--- src/rtl/instr_fetch_unit.sv ---
// ---------------------------------------------------------------------------
// instr_fetch_unit
//
// Fetch stage of the philosophy_v core. Walks a sequential fetch PC, issues
// reads to a synchronous instruction memory (one-cycle read latency), and
// buffers each returned {pc, instruction} pair in a small prefetch FIFO that
// the decode stage drains. A redirect from execute flushes the FIFO, drops
// any read in flight and restarts fetch at the (word-aligned) target.
//
// Ports:
//   clk            clock, all state changes on the rising edge
//   rstb           asynchronous active-low reset
//   imem_rd_ena    read request to instruction memory
//   imem_addr      read address (always the fetch PC register)
//   imem_rd_data   read data, valid one cycle after imem_rd_ena
//   redirect_valid flush and restart fetch at redirect_pc
//   redirect_pc    redirect target address
//   instr_valid    FIFO head valid
//   instr_ready    decode accepts the head
//   instr          head instruction (0 while instr_valid is low)
//   instr_pc       head instruction address (0 while instr_valid is low)
//   fifo_count     number of occupied FIFO entries
//   misalign_err   sticky flag: a redirect target had nonzero bits [1:0]
//
// Decode handshake: the head transfers on a rising edge where instr_valid
// and instr_ready are both high. instr_valid never depends on instr_ready,
// and while instr_ready is low the head (instr_valid, instr, instr_pc)
// stays stable unless a redirect flushes the FIFO.
// ---------------------------------------------------------------------------
module instr_fetch_unit #(
    parameter int                   BUS_WIDTH  = 32,
    parameter int                   FIFO_DEPTH = 4,
    parameter logic [BUS_WIDTH-1:0] RESET_PC   = '0
) (
    input  logic                          clk,
    input  logic                          rstb,
    output logic                          imem_rd_ena,
    output logic [BUS_WIDTH-1:0]          imem_addr,
    input  logic [31:0]                   imem_rd_data,
    input  logic                          redirect_valid,
    input  logic [BUS_WIDTH-1:0]          redirect_pc,
    output logic                          instr_valid,
    input  logic                          instr_ready,
    output logic [31:0]                   instr,
    output logic [BUS_WIDTH-1:0]          instr_pc,
    output logic [$clog2(FIFO_DEPTH):0]   fifo_count,
    output logic                          misalign_err
);

    localparam int AW = $clog2(FIFO_DEPTH);
    localparam int CW = AW + 1;

    logic [BUS_WIDTH-1:0] fpc;
    logic [BUS_WIDTH-1:0] rsp_pc;
    logic                 infl;
    logic                 sq;
    logic [AW-1:0]        rd_ptr;
    logic [AW-1:0]        wr_ptr;
    logic [CW-1:0]        count;

    logic [BUS_WIDTH-1:0] pc_mem   [FIFO_DEPTH];
    logic [31:0]          data_mem [FIFO_DEPTH];

    logic [CW:0]          occupancy;
    logic                 issue;
    logic                 push;
    logic                 pop;

    // Reserve a slot for the read in flight; a pop this cycle is not
    // credited, which keeps the issue path free of decode timing.
    assign occupancy = {1'b0, count} + {{CW{1'b0}}, infl};
    assign issue     = rstb && !redirect_valid
                       && (occupancy < (CW+1)'(FIFO_DEPTH));

    // Data returning this cycle belongs to the read issued last cycle.
    assign push = infl && !sq && !redirect_valid;
    assign pop  = instr_valid && instr_ready;

    assign imem_rd_ena = issue;
    assign imem_addr   = fpc;
    assign fifo_count  = count;
    assign instr_valid = (count != '0);

    // Gate the head with valid so stale RAM contents never show after
    // reset or a flush.
    assign instr    = instr_valid ? data_mem[rd_ptr] : 32'h0;
    assign instr_pc = instr_valid ? pc_mem[rd_ptr]   : '0;

    always_ff @(posedge clk or negedge rstb) begin
        if (!rstb) begin
            fpc          <= RESET_PC;
            rsp_pc       <= '0;
            infl         <= 1'b0;
            sq           <= 1'b0;
            rd_ptr       <= '0;
            wr_ptr       <= '0;
            count        <= '0;
            misalign_err <= 1'b0;
        end else begin
            infl <= issue;
            if (issue) begin
                rsp_pc <= fpc;
            end

            if (redirect_valid) begin
                fpc    <= {redirect_pc[BUS_WIDTH-1:2], 2'b00};
                rd_ptr <= '0;
                wr_ptr <= '0;
                count  <= '0;
                // Mark a read that was in flight so its data is dropped.
                sq     <= infl;
                if (redirect_pc[1:0] != 2'b00) begin
                    misalign_err <= 1'b1;
                end
            end else begin
                sq <= 1'b0;
                if (issue) begin
                    fpc <= fpc + BUS_WIDTH'(4);
                end
                if (push) begin
                    wr_ptr <= wr_ptr + AW'(1);
                end
                if (pop) begin
                    rd_ptr <= rd_ptr + AW'(1);
                end
                count <= count + CW'(push) - CW'(pop);
            end
        end
    end

    // Storage needs no reset: entries are only visible once counted.
    always_ff @(posedge clk) begin
        if (push) begin
            pc_mem[wr_ptr]   <= rsp_pc;
            data_mem[wr_ptr] <= imem_rd_data;
        end
    end

endmodule

--- config.mk ---
export PLATFORM = sky130hd
export DESIGN_NAME = instr_fetch_unit
export DESIGN_NICKNAME = d
export VERILOG_FILES = /design/src/rtl/instr_fetch_unit.sv
export SDC_FILE = /design/constraint.sdc
export NUM_CORES = 1
export LEC_CHECK = 0
export ABC_AREA = 1
export CELL_PAD_IN_SITES_DETAIL_PLACEMENT = 0
export CELL_PAD_IN_SITES_GLOBAL_PLACEMENT = 1
export CORE_MARGIN = 3
export CORE_UTILIZATION = 35
export CTS_CLUSTER_DIAMETER = 60
export CTS_CLUSTER_SIZE = 30
export DETAILED_ROUTE_END_ITERATION = 12
export GPL_TIMING_DRIVEN = 0
export PLACE_DENSITY = 0.74
export SLEW_MARGIN = 20
export SYNTH_ARGS = -nofsm -noshare
export SYNTH_HDL_FRONTEND = slang
export SYNTH_SLANG_ARGS = --single-unit
--- constraint.sdc ---
create_clock -name clk -period 3.6 [get_ports clk]
set_clock_uncertainty 0.1 [all_clocks]
set_input_delay 0.36 -clock clk [delete_from_list [all_inputs] [get_ports clk]]
set_output_delay 0.36 -clock clk [all_outputs]
set_load 0.05 [all_outputs]
==> run summary, run 1 <==
remaining global-route overflow: 0
Setup crit start kind: flip-flop
row count: 71
Crit Path Class: reg2out
crit end category: output pin
Final Non-Filler Cells: 2025
CTS tree: built
Die ar.: 41100 sq um
maximum buffer depth of the clock tree: 3
DP HPWL: 24200 um
Worst Hold Class: in2reg
GP Congestion: 0.840
status: finished, final reports clean
Initial Utilization: 35.8%
# fillers: 3568
Critical Path Max Stage Delay: 0.84 ns
Reg clk slew, reported paths: 0.08 ns
buffer and inverter count on the worst path: 5
Synth area leader: edfxtp_1
port bufs: 164
Area contributors post-synth: edfxtp_1 55%, dfrtp_1 13%, nor2_1 8.0%, o21ai_0 6.1%, nand2_1 5.5%
layout cell share with drive strength beyond 1: 7.93%
Post-Synthesis Cells: 1287
CTS H-tree lvls: 1
CTS root buffer: clkbuf_16
Final setup viols: 0
routed vias: 9608
setup TNS: 0 ns
first-pass detailed-route iteration total: 5
Tcrit/Tclk final: 94.9%
max_cap viols: 0
Worst Tran Pin Value: 0.744 ns
Yosys reg bits: 318
CP max stage cell: clkdlybuf4s50_1
Top delay family on crit path: buffers and inverters
post-CTS setup buffers: 0
DR iter-0 viols: 613
Pleak: 6.72 nW
switching power: 5.65 mW
final wirelength: 35200 um
worst hold slack: 0.0595 ns
relative slew slack: 50.3%
worst path required time: 3.14 ns
global-route wire length before repair: 53900 um
# IOs: 170
Net Sw Frac: 43.2%
Multi-input gate area: 3760 sq um
Warnings, synthesis: 0
Storage cell area: 9200 sq um
critical path's most frequent cell: buf_4
total core area: 37800 sq um
internal power: 7.42 mW
post-route ant nets: 0
Netlist cell types: 28
Die Ht: 203 um
RSZ-0062 raised after global routing: false
Final Max Tran Viols: 0
crit-path cells: buf_4 > clkinv_2 > buf_4 > buf_2 > o21ai_0 > a21oi_1 > clkdlybuf4s50_1
Antenna diodes: 0
synthesis-to-finish area growth: 26.8%
Cell Area, Synth: 13500 sq um
placed cell count: 1977
cts bufs inserted: 26
mean number of vias per cell: 4.74
Power Dens Cells: 762 nW/um^2
power share of the sequential group: 37.3%
DRC: 0
gr usage total: 16.8%
Hold Vio Cnt, Final: 0
area share of the largest cell type after synthesis: 55.0%
WL/cell: 17.4 um
commonest non-fill, non-tap cells in the layout: 284 x nor2_1, 248 x edfxtp_1, 200 x nand2_1
Final Critical Period: 3.41 ns
register area share after synthesis: 68.0%
mean area per synthesized cell: 10.5 sq um
clock sink count: 318
nets@finish: 1572
initial antenna violation count: 0
crit-path max FO: 10
largest net degree at the start of global routing: 40
Worst VDD drop: 335 uV
FMAX: 0.293 GHz
placed inst area: 16100 sq um
vias in the first global route: 9497
Clock Latency Late Sink: 0.56 ns
Die W: 203 um
Design Area, Final: 17200 sq um
most common cell after layout, fill and taps aside: nor2_1
Clock power frac: 23.6%
combinational power share: 39.0%
arrival time at the worst endpoint: 2.95 ns
[metal layers]
| metal | routed length (um) | vias to the layer above | track usage (%) |
|---|---|---|---|
| li1 | - | 4767 | - |
| met1 | 15700 | 4495 | 23.0 |
| met2 | 16800 | 287 | 28.1 |
| met3 | 1830 | 59 | 2.55 |
| met4 | 881 | 0 | 4.58 |
| met5 | 0 | - | 0 |
[registers in the layout (all words and copies together) (netlist names)]
register      count
sq                1
fifo_count        3
imem_addr        30
infl              1
wr_ptr            2
rsp_pc           30
misalign_err      1
rd_ptr            2
pc_mem          120
data_mem        128
[area by class of cell]
| class | instances | share of cell area, % |
|---|---|---|
| buffer | 67 | 2.02 |
| clock buffer | 30 | 4.00 |
| clock inverter | 17 | 1.73 |
| inverter | 70 | 1.54 |
| multi-input combinational | 835 | 21.9 |
| sequential | 318 | 53.6 |
| tap | 511 | 3.73 |
| timing repair buffer | 177 | 11.4 |
[metrics by stage]
| step | power, mW | util [%] | setup slack [ns] |
|---|---|---|---|
| after floorplan | 8.17 | - | -0.497 |
| after global placement | 10.2 | 41.8 | -2.84 |
| after detailed placement | 10.2 | 42.7 | 0.465 |
| after CTS | 13.2 | 45.2 | 0.00191 |
| after global routing | 13.7 | 45.3 | 0.0120 |
| final | 13.1 | 45.3 | 0.185 |
[worst reg2reg max path, delay by kind of cell, from the launching register on]
family,cells,cell delay [ns]
flip-flops,1,0.44
buffers and inverters,2,0.42
AND/OR/NAND/NOR,2,1.02
[worst paths after layout]
kind | start | slack, ns | depth (start not counted) | to
setup / recovery | rd_ptr[0] | 0.19 | 7 | instr_pc[27]
hold / removal | redirect_valid | 0.06 | 5 | imem_addr[20]
setup reg to reg | infl | 1.31 | 4 | pc_mem[2][13]
hold reg to reg | misalign_err | 0.40 | 1 | misalign_err
max in group asynchronous | rstb | 2.64 | 3 | imem_addr[24]
min in group asynchronous | rstb | 0.18 | 2 | imem_addr[3]
[power groups by stage]
stage / clock (mW) / combinational (mW) / sequential, mW
after detailed placement: 0 / 5.29 / 4.95
after global routing: 3.31 / 5.47 / 4.93
after floorplan: 0 / 3.08 / 5.09
after global placement: 0 / 5.22 / 4.94
final: 3.09 / 5.10 / 4.88
after CTS: 3.17 / 5.19 / 4.87
[kinds of logic (layout without fill, tap and decap cells)]
logic type               after synthesis  in the layout  share of synthesized area, %
buffers and inverters                137            361                          4.50
other                                  1              4                        0.0277
AO/OA/AOI/OAI                        232            232                          8.60
AND/OR/NAND/NOR                      590            590                          18.0
flip-flops                           318            318                          68.0
adder cells (fa/ha/maj)                9              9                         0.888
[synth_stat cells (all sizes together)]
| cell type | number |
|---|---|
| clkinv | 1 |
| ha | 8 |
| o21bai | 1 |
| dfrtp | 70 |
| and2 | 2 |
| o21ai | 165 |
| conb | 1 |
| buf | 37 |
| inv | 69 |
| or2 | 1 |
| nand3b | 1 |
| nor2 | 301 |
| edfxtp | 248 |
| fa | 1 |
| nand2 | 205 |
| a21oi | 66 |
| nand4 | 2 |
| clkbuf | 30 |
| nand3 | 78 |
[what timing repair did]
item,in CTS,in global routing
setup endpoints to repair,22,22
endpoints found under the hold margin,31,0
hold buffers,1,0
gates resized for setup,22,21
No activity file was read; power rests on OpenSTA's default activity.
==> inputs of run 2 (changes only) <==
--- a/config.mk
+++ b/config.mk
@@ -10,7 +10,7 @@
 export CELL_PAD_IN_SITES_GLOBAL_PLACEMENT = 1
 export CORE_MARGIN = 3
 export CORE_UTILIZATION = 35
-export CTS_CLUSTER_DIAMETER = 60
+export CTS_CLUSTER_DIAMETER = 30
 export CTS_CLUSTER_SIZE = 30
 export DETAILED_ROUTE_END_ITERATION = 12
 export GPL_TIMING_DRIVEN = 0
==> run summary, run 2 (synthesized netlist as in run 1, its figures left out) <==
global-route wire length before repair: 56000 um (was 53900 um)
crit-path cells: buf_4 > clkinv_2 > buf_4 > clkbuf_1 > o21ai_0 > a21oi_1 > clkdlybuf4s50_1 (was buf_4 > clkinv_2 > buf_4 > buf_2 > o21ai_0 > a21oi_1 > clkdlybuf4s50_1)
placed cell count: 1977 (unchanged)
DP HPWL: 24200 um (unchanged)
Critical Path Max Stage Delay: 0.83 ns (was 0.84 ns)
max reg flops: 128 (unchanged)
nets@finish: 1614 (was 1572)
WL/cell: 17.3 um (was 17.4 um)
mean number of vias per cell: 4.73 (was 4.74)
post-route ant nets: 0 (unchanged)
r2r worst-path depth: 11 (was 4)
critical path's most frequent cell: buf_4 (unchanged)
Die ar.: 41100 sq um (unchanged)
layout cell share with drive strength beyond 1: 11.4% (was 7.93%)
status: finished, final reports clean (unchanged)
total core area: 37800 sq um (unchanged)
CP startpoint: rd_ptr[0] (unchanged)
Hold Vio Cnt, Final: 0 (unchanged)
pre-CTS setup slack: 0.465 ns (unchanged)
CTS root buffer: clkbuf_16 (unchanged)
remaining global-route overflow: 0 (unchanged)
Final Non-Filler Cells: 2099 (was 2025)
Tcrit/Tclk final: 97.1% (was 94.9%)
Power Dens Cells: 876 nW/um^2 (was 762 nW/um^2)
Crit Path Class: reg2out (unchanged)
flop2flop setup slack: 1.32 ns (was 1.31 ns)
vias in the first global route: 10.1k (was 9497)
post-CTS setup buffers: 0 (unchanged)
first-pass detailed-route iteration total: 5 (unchanged)
Final Critical Period: 3.49 ns (was 3.41 ns)
Reg with most FFs: data_mem (unchanged)
Reg clk slew, reported paths: 0.04 ns (was 0.08 ns)
maximum buffer depth of the clock tree: 3 (unchanged)
gr usage total: 17.6% (was 16.8%)
Pleak: 7.30 nW (was 6.72 nW)
row count: 71 (unchanged)
DRC: 0 (unchanged)
Worst Hold Class: in2reg (unchanged)
Top delay family on crit path: buffers and inverters (unchanged)
CTS tree: built (unchanged)
cts bufs inserted: 68 (was 26)
Levels on crit path: 7 (unchanged)
Antenna diodes: 0 (unchanged)
# IOs: 170 (unchanged)
GP Congestion: 0.840 (unchanged)
Clock Latency Late Sink: 0.55 ns (was 0.56 ns)
Largest regs: data_mem x128, pc_mem x120 (unchanged)
Setup crit start kind: flip-flop (unchanged)
Reg-to-Reg End: fifo_count[2] (was pc_mem[2][13])
commonest non-fill, non-tap cells in the layout: 284 x nor2_1, 248 x edfxtp_1, 200 x nand2_1 (unchanged)
relative slew slack: 49.9% (was 50.3%)
crit-path max FO: 10 (unchanged)
Worst VDD drop: 389 uV (was 335 uV)
max_cap viols: 0 (unchanged)
DR iter-0 viols: 635 (was 613)
CP Capture Point: instr[12] (was instr_pc[27])
initial antenna violation count: 0 (unchanged)
port bufs: 164 (unchanged)
synthesis-to-finish area growth: 36.5% (was 26.8%)
final wirelength: 36400 um (was 35200 um)
Die Ht: 203 um (unchanged)
Worst Tran Pin Value: 0.750 ns (was 0.744 ns)
setup TNS: 0 ns (unchanged)
largest net degree at the start of global routing: 40 (unchanged)
CP max stage cell: clkdlybuf4s50_1 (unchanged)
clock sink count: 318 (unchanged)
buffer and inverter count on the worst path: 5 (unchanged)
PnR worst setup slack: 0.105 ns (was 0.185 ns)
Final setup viols: 0 (unchanged)
worst r2r src: fifo_count[1] (was infl)
most common cell after layout, fill and taps aside: nor2_1 (unchanged)
RSZ-0062 raised after global routing: false (unchanged)
Final Max Tran Viols: 0 (unchanged)
FMAX: 0.286 GHz (was 0.293 GHz)
Die W: 203 um (unchanged)
crit end category: output pin (unchanged)
arrival time at the worst endpoint: 3.03 ns (was 2.95 ns)
Initial Utilization: 35.8% (unchanged)
worst path required time: 3.14 ns (about the same)
CTS H-tree lvls: 3 (was 1)
# fillers: 3433 (was 3568)
routed vias: 9923 (was 9608)
## run 2: worst min-delay path by stage
stage / slack, ns / cells after the start / endpoint / startpoint
after floorplan: -0.04 / 0 / fifo_count[0] / rstb
after global placement: 0.36 / 1 / misalign_err / misalign_err
after detailed placement: 0.24 / 1 / imem_addr[3] / rstb
after CTS: 0.06 / 5 / imem_addr[20] / redirect_valid
after global routing: 0.11 / 5 / imem_addr[20] / redirect_valid
final: 0.09 / 5 / imem_addr[20] / redirect_valid
## run 2: metrics by stage
stage | power (mW) | util [%] | area [sq um] | hold slack, ns
3_5_place_dp | 10.2 | 42.7 | 16100 | 0.245
4_1_cts | 16.4 | 48.7 | 18400 | 0.0648
6_report | 16.2 | 48.8 | 18500 | 0.0887
2_1_floorplan | 8.17 | - | 13500 | -0.0356
3_3_place_gp | 10.2 | 41.8 | 15800 | 0.362
5_1_grt | 16.9 | 48.8 | 18500 | 0.112
## run 2: tightest hold or removal path: stages
cell and delay [ns]:
buf_6 0.12, nand2_1 0.06, nand2_1 0.05, inv_1 0.04
nand2_1 0.04
## run 2: routing by layer
layer  vias to the layer above  track usage [%]  wire length, um  part of all wire (%)
met5                         -                0                0                     0
met4                         0             6.71             1040                   2.9
met3                        84             3.66             1960                   5.4
met2                       290             28.7            17400                    48
met1                      4652             23.1            16000                    44
li1                       4897                -                -                     -
## run 2: timing repair
| action | CTS | global route |
|---|---|---|
| pin swaps | 0 | 0 |
| hold buffers | 1 | 0 |
| resized for setup | 17 | 18 |
| endpoints found under the setup margin | 17 | 22 |
| endpoints found under the hold margin | 31 | 0 |
## run 2: cell type report
type	instances	area [sq um]	area share, %
multi-input cells	835	3760	20.4
flip-flops and latches	318	9200	49.8
well taps	511	639	3.46
clock inverters	36	464	2.51
clock buffers	85	1840	9.95
repair buffers	177	1960	10.6
inverters	70	264	1.43
plain buffers	67	347	1.88
## run 2: power by group
group          switching [mW]  internal [mW]  leakage (nW)
Clock                    1.95           4.20          1.11
Combinational            3.68           1.44          3.08
Sequential              0.402           4.50          3.12
